## src/rtl/mod_sub_serial.sv

```systemverilog
// Limb-serial modular subtractor: out_data = (opA - opB) mod opM.
// A borrow-chained subtract pass runs first; a carry-chained add of opM follows only when it underflows.
module mod_sub_serial #(
   parameter int WIDTH = 256,
   parameter int LIMB  = 32
) (
   input  logic             clk,
   input  logic             rst,
   input  logic             in_valid,
   output logic             in_ready,
   input  logic [WIDTH-1:0] opA,
   input  logic [WIDTH-1:0] opB,
   input  logic [WIDTH-1:0] opM,
   output logic             out_valid,
   input  logic             out_ready,
   output logic [WIDTH-1:0] out_data
);
   localparam int NLIMB = WIDTH / LIMB;
   localparam int CW    = (NLIMB > 1) ? $clog2(NLIMB) : 1;

   typedef enum logic [1:0] {IDLE, SUB, ADD, DONE} state_t;

   state_t            state_reg, state_next;
   logic [CW-1:0]     cnt_reg, cnt_next;
   logic              borrow_reg, borrow_next;
   logic [WIDTH-1:0]  a_reg, b_reg, m_reg, res_reg;
   logic              load, res_we;
   logic [LIMB-1:0]   limb_val;
   logic [LIMB:0]     sub_full, add_full;
   logic              last_limb;

   logic [LIMB-1:0]   a_limb [NLIMB];
   logic [LIMB-1:0]   b_limb [NLIMB];
   logic [LIMB-1:0]   m_limb [NLIMB];
   logic [LIMB-1:0]   r_limb [NLIMB];

   genvar gi;
   generate
      for (gi = 0; gi < NLIMB; gi++) begin : g_limb
         assign a_limb[gi] = a_reg[gi*LIMB +: LIMB];
         assign b_limb[gi] = b_reg[gi*LIMB +: LIMB];
         assign m_limb[gi] = m_reg[gi*LIMB +: LIMB];
         assign r_limb[gi] = res_reg[gi*LIMB +: LIMB];
      end
   endgenerate

   // borrow_reg doubles as the carry during the ADD pass
   assign sub_full  = {1'b0, a_limb[cnt_reg]} - {1'b0, b_limb[cnt_reg]} - (LIMB+1)'(borrow_reg);
   assign add_full  = {1'b0, r_limb[cnt_reg]} + {1'b0, m_limb[cnt_reg]} + (LIMB+1)'(borrow_reg);
   assign last_limb = (cnt_reg == CW'(NLIMB - 1));

   always_comb begin
      state_next  = state_reg;
      cnt_next    = cnt_reg;
      borrow_next = borrow_reg;
      load        = 1'b0;
      res_we      = 1'b0;
      limb_val    = sub_full[LIMB-1:0];
      case (state_reg)
         IDLE: begin
            if (in_valid) begin
               load        = 1'b1;
               cnt_next    = '0;
               borrow_next = 1'b0;
               state_next  = SUB;
            end
         end
         SUB: begin
            res_we      = 1'b1;
            limb_val    = sub_full[LIMB-1:0];
            borrow_next = sub_full[LIMB];
            if (last_limb) begin
               cnt_next = '0;
               if (sub_full[LIMB]) begin
                  state_next  = ADD;
                  borrow_next = 1'b0;
               end else begin
                  state_next = DONE;
               end
            end else begin
               cnt_next = cnt_reg + CW'(1);
            end
         end
         ADD: begin
            res_we      = 1'b1;
            limb_val    = add_full[LIMB-1:0];
            borrow_next = add_full[LIMB];
            if (last_limb) begin
               // carry out of the top limb is dropped: the wrap mod 2^WIDTH gives the residue
               cnt_next    = '0;
               borrow_next = 1'b0;
               state_next  = DONE;
            end else begin
               cnt_next = cnt_reg + CW'(1);
            end
         end
         DONE: begin
            if (out_ready) state_next = IDLE;
         end
         default: state_next = IDLE;
      endcase
   end

   always_ff @(posedge clk) begin
      if (rst) begin
         state_reg  <= IDLE;
         cnt_reg    <= '0;
         borrow_reg <= 1'b0;
         a_reg      <= '0;
         b_reg      <= '0;
         m_reg      <= '0;
         res_reg    <= '0;
      end else begin
         state_reg  <= state_next;
         cnt_reg    <= cnt_next;
         borrow_reg <= borrow_next;
         if (load) begin
            a_reg <= opA;
            b_reg <= opB;
            m_reg <= opM;
         end
         if (res_we) begin
            for (int i = 0; i < NLIMB; i++) begin
               if (cnt_reg == CW'(i)) res_reg[i*LIMB +: LIMB] <= limb_val;
            end
         end
      end
   end

   assign in_ready  = (state_reg == IDLE);
   assign out_valid = (state_reg == DONE);
   assign out_data  = res_reg;
endmodule

```

## config.mk

```make
export PLATFORM = sky130hd
export DESIGN_NAME = mod_sub_serial
export DESIGN_NICKNAME = d
export VERILOG_FILES = /design/src/rtl/mod_sub_serial.sv
export SDC_FILE = /design/constraint.sdc
export NUM_CORES = 2
export LEC_CHECK = 0
export BUFFER_PORTS_ARGS = -buffer_cell sky130_fd_sc_hd__buf_2
export CAP_MARGIN = 20
export CORE_ASPECT_RATIO = 1.4
export CORE_MARGIN = 5
export CORE_UTILIZATION = 28
export CTS_CLUSTER_DIAMETER = 150
export DETAILED_ROUTE_END_ITERATION = 10
export HOLD_SLACK_MARGIN = 0.12
export SYNTH_ARGS = -nofsm -noshare
export SYNTH_HDL_FRONTEND = slang
export SYNTH_SLANG_ARGS = --single-unit
```

## constraint.sdc

```tcl
create_clock -name clk -period 6.8 [get_ports clk]
set_input_delay 0.34 -clock clk [delete_from_list [all_inputs] [get_ports clk]]
set_output_delay 0.34 -clock clk [all_outputs]
set_load 0.02 [all_outputs]
```

-- Word-level counts from Yosys, hierarchy flattened
Cells that the tools add are included.
- output and inout bits: 258
- flip-flop bits (word level): 1030
- logic and storage cells: 80
- reduce and logical (&&, ||, !) cells: 16
- equal/unequal tests: 14
- muxes and demuxes: 29
- magnitude comparators: 1
- add/subtract/negate cells: 5
- bitwise logic cells: 1
- operators with widths (cell ; number):
    $bmux W32 S3 ; 4
    $mux W32 ; 9
    $add A32 B32 Y33 ; 1
    $add A33 B1 Y33 ; 1
    $sub A32 B32 Y33 ; 1
    $sub A33 B1 Y33 ; 1
    $reduce_and A2 Y1 ; 10
    $eq A3 B3 Y1 const B ; 4
    $mux W2 ; 4
    $pmux W2 S4 ; 1
    $mux W1 ; 7
    $eq A3 B2 Y1 const B ; 2
    $mux W3 ; 2
    $ne A2 B2 Y1 const B ; 3
    $pmux W3 S2 ; 1
    $eq A2 B2 Y1 const B ; 2
    $ge A4 B4 Y1 const B ; 1
    $not A3 Y4 ; 1
    $reduce_and A4 Y1 ; 1
    $add A3 B1 Y3 const B ; 1
    $eq A3 B1 Y1 const B ; 1
    $logic_not A3 Y1 ; 1
    $pmux W1 S3 ; 1
    $reduce_bool A3 Y1 ; 1
    5 further kinds ; 5

-- Logic depth before layout (Yosys ltp)
- word-level depth: 9
- mapped depth: 20
- gate-level depth less buffers: 16

-- Worst setup path after synthesis
Ideal clock, no wire load.
- kind: register to register
- start: reg cnt_reg[0]
- end: reg res_reg[244], in the netlist out_data[244]
- buffers on the path: 3
- stages on the path, launching flop included: 19
- setup slack: 1.758 ns
- data required time: 6.667 ns
- setup time: 0.133 ns
- arrival time: 4.909 ns
- path through: dfxtp_1 buf_2 buf_1 buf_1 mux4_2 mux2i_1 fa_1 inv_1 fa_1 a211o_1 o211ai_1 a21oi_1 nor3_1 o21ai_0 a31oi_1 o21ai_0 xor2_1 o21ai_1 a21oi_1
- cells in the longest elaborated chain, start to end: 7
- elaborated cells between the ends (all ways): 20
- those cells by class: add/sub: 4; eq/ne: 1; mux: 13; bitwise: 1; reduce/logical: 1
- RTL lines (element ; line ; RTL):
    from (decl) ; 24 ; logic [CW-1:0] cnt_reg, cnt_next;
    from (signal assigned) ; 115 ; cnt_reg <= cnt_next;
    $not A3 Y4 (implied by the code) ; 48, 49 ;
    $bmux W32 S3, on equally long branches ; 48, 49 ;
    $mux W32, on equally long branches (2 in a row) ; 48, 49 ;
    $sub A32 B32 Y33 or $add A32 B32 Y33 (tied branches) ; 48, 49 ;
    $sub A33 B1 Y33 or $add A33 B1 Y33 (tied branches) ; 48, 49 ;
    $mux W32 ; 59 ; case (state_reg)
    to (signal, indexed assignment) ; 124 ; if (cnt_reg == CW'(i)) res_reg[i*LIMB +: LIMB] <= limb_val;
    to (decl) ; 26 ; logic [WIDTH-1:0] a_reg, b_reg, m_reg, res_reg;
Parallel ways exist; a longest one is shown, timed or not. The select of a mux whose other input is x is not followed.
A chain may end at the register's enable or synchronous reset.

-- Worst setup path in the final report
- start: reg cnt_reg[0]
- end: reg res_reg[236], in the netlist out_data[236]
The elaborated chain is that of the path after synthesis.

==> metrics <==
CP max stage delay 0.81 ns; endpoints failing setup 0; actual slew at the worst max-slew pin ~1.3 ns; syn_nets between 6000 and 7000; layout cells sized above 1 between 20% and 30%; Critical-path top delay cell dfxtp_4; Final period util 89.3%; worst min path class in -> reg; CTS tree built; commonest cells in the netlist nand2_1 (1916), dfxtp_1 (1030), a21oi_1 (937); Starting Density between 20 and 30%; Buf/Inv on CP 2; yosys warns 0; DIE HEIGHT around 490 µm; grt total ovfl 0; io pins 1030; TritonCTS buffer count roughly 110; core box area ~170000 µm²; Synth Area per Inst roughly 8.4 µm²; status completed; crit-path leading delay family compound AO/OA/AOI/OAI gates; RSZ-0062 raised after global routing false; max-slew violations 0; # rows 177; Crit. End Element flip-flop; setup TNS 0 ns; full die area approximately 170000 µm²; drt first-iter violations approximately 4400; kind of critical path reg -> reg; nets around 8000; drt pass-1 iters 5; Sink Count between 1000 and 1500; final hold vios 0; number of synthesized register bits between 1000 and 1500; first-pass GRT wire length 325000 µm; DR WL/cell roughly 24 µm; Final Critical Period 6.07 ns; initial antenna violation count 20; Worst EP required about 7.4 ns; clock network latency to the later pin of the worst-skew pair roughly 0.74 ns; number of synthesized flops with an enable pin 0; CP Max Fanout 28; fin cells 9398; Critical Path AT about 6.7 ns; ys flop type dfxtp_1; clock buffer depth 3; Syn Inst Count around 5500; port bufs just over 1000; Seq/Total Area, Yosys 44.4%; vias in the first global route around 48000; Via density 5.10; largest family of logic cells by synthesized area simple AND/OR/NAND/NOR gates; Clock transition at path regs ~0.06 ns; post-synth top area share 44.4%; WL final between 200000 and 250000 µm; Synth-to-Final Area Change 40.8%; number of remaining DRC errors 0; Maximum Capacitance Violations 0; Die X about 350 µm; Post-Synth Simple-Gate Area a little under a fifth; Final HPWL DP approximately 160000 µm; register area ~21000 µm²; Pleak 0.0271 µW; GRT Util Overall 25.0%; Worst Skew 0.0267 ns; mux cell area share after synthesis a little over an eighth; Power, Total approximately 26000 µW; htree depth 3; Routed Antenna Nets 0; gpl congestion ~0.93; maximum VDD drop between 0.0002 and 0.00025 V; placed cells 8382; top-count cell post-synth nand2_1; complex-gate fraction of the synthesized area between 10% and 20%; Synth Area in XOR/XNOR less than 1%; Clock Tree Root clkbuf_16; Synth area leaders dfxtp_1 (44%), nand2_1 (15%), mux4_2 (12%), a21oi_1 (10%), clkbuf_1 (3.0%); adder and majority gate portion of the synthesized area under 10%; fmax approximately 160 MHz; area of the multi-input gates ~24000 µm²; Yosys cell types 74; Startpoint Class flip-flop; Synth area leader dfxtp_1; Via Count about 48000; largest net degree at the start of global routing 239; post-synth design cell area 46500 µm²; critical path, cell by cell buf_4 > mux4_2 > mux2i_1 > ha_1 > inv_1 > ha_1 > or3_1 > o22ai_1 > a21oi_1 > o21ai_0 > nand2b_1 > a21oi_1 > xnor2_1 > nor2_1 > a21oi_1 > a21oi_1; Worst path most repeated cell a21oi_1; Post-CTS Resized 0; fillcell total ~16000; worst hold slack between 0.15 and 0.2 ns; PD cells between 400 and 500 nW/µm²; headroom to the max-slew limit between 10% and 20%; Async SR Flop Fraction 0%
[final cells by class]
cell class / count / area share [%]
Tap cell: 2148 / 4.11
Clock buffer: 154 / 4.78
Inverter: 86 / 0.503
Clock inverter: 45 / 0.893
Antenna cell: 17 / 0.0650
Multi-Input combinational cell: 3996 / 36.5
Timing Repair Buffer: 1922 / 21.6
Sequential cell: 1030 / 31.5
[repair_timing]
| action | in CTS | in global routing |
|---|---|---|
| endpoints found under the hold margin | 775 | 0 |
| hold buffers | 800 | 0 |
| buffers inserted | 0 | 0 |
[power breakdown]
| group | leakage, µW | switching (µW) | total, µW | internal (µW) |
|---|---|---|---|---|
| Sequential | 0.00842 | 666 | 7670 | 7010 |
| Clock | 0.00183 | 2660 | 6260 | 3600 |
| Combinational | 0.0168 | 8320 | 12500 | 4150 |
| Total | 0.0271 | 11600 | 26400 | 14800 |
[layer usage]
metal	up-vias	GRT usage (%)	wire [µm]
met3	514	5.55	18900
met4	4	12.0	12300
li1	22100	-	-
met5	-	0	27
met1	23000	29.6	87100
met2	2257	42.8	109000
[logic make-up after synthesis]
| group | count (synthesis) |
|---|---|
| xor gates and xnor gates | 45 |
| muxes | 299 |
| AOI/OAI and AO/OA | 1326 |
| adders and majority gates | 106 |
| and+or+nand+nor | 2220 |
| DFF | 1030 |
| buffers and inverters | 523 |
[worst min-delay path: stages]
cell and delay (ns):
buf_2 0.12, nand2b_1 0.22, a32oi_1 0.13, nor2_1 0.08
[per-stage QoR]
stage | instance area (µm²) | worst slack [ns] | utilization (%)
6_report | 65400 | 0.730 | 39.5
5_1_grt | 65400 | 0.361 | 39.5
4_1_cts | 65400 | 0.669 | 39.5
3_5_place_dp | 53600 | 0.676 | 32.4
3_3_place_gp | 53600 | 0.728 | 32.4
2_1_floorplan | 46500 | 1.76 | -
[layout by cell type (no fill, tap or decap), drive strengths merged, types with 4 or more instances in the layout]
cell            n
mux4          254
or3            14
diode          17
o211ai          7
xor2           16
nor3           13
bufinv         10
and2           13
nand3          47
fa              4
inv            93
a221oi          4
mux2i          45
and3            8
nor2b           4
ha            102
a211oi        113
xnor2          29
and4            6
dfxtp        1030
nand2        1916
dlygate4sd3   800
o21bai          6
o21a           15
buf          1122
clkbuf        154
a21o           20
a31oi          11
clkinv         25
o21ai         172
a21oi         942
nand2b         10
nor2          172
[path summary, 6_finish.rpt]
kind / start / to / slack (ns) / cells past startpoint
setup / recovery: cnt_reg[0] / out_data[236] / 0.73 / 16
hold reg to reg: b_reg[196] / b_reg[196] / 0.45 / 2
hold / removal: in_valid / cnt_reg[1] / 0.20 / 4
setup reg to reg: cnt_reg[0] / out_data[236] / 0.73 / 16
No activity file was read; power rests on OpenSTA's default activity.
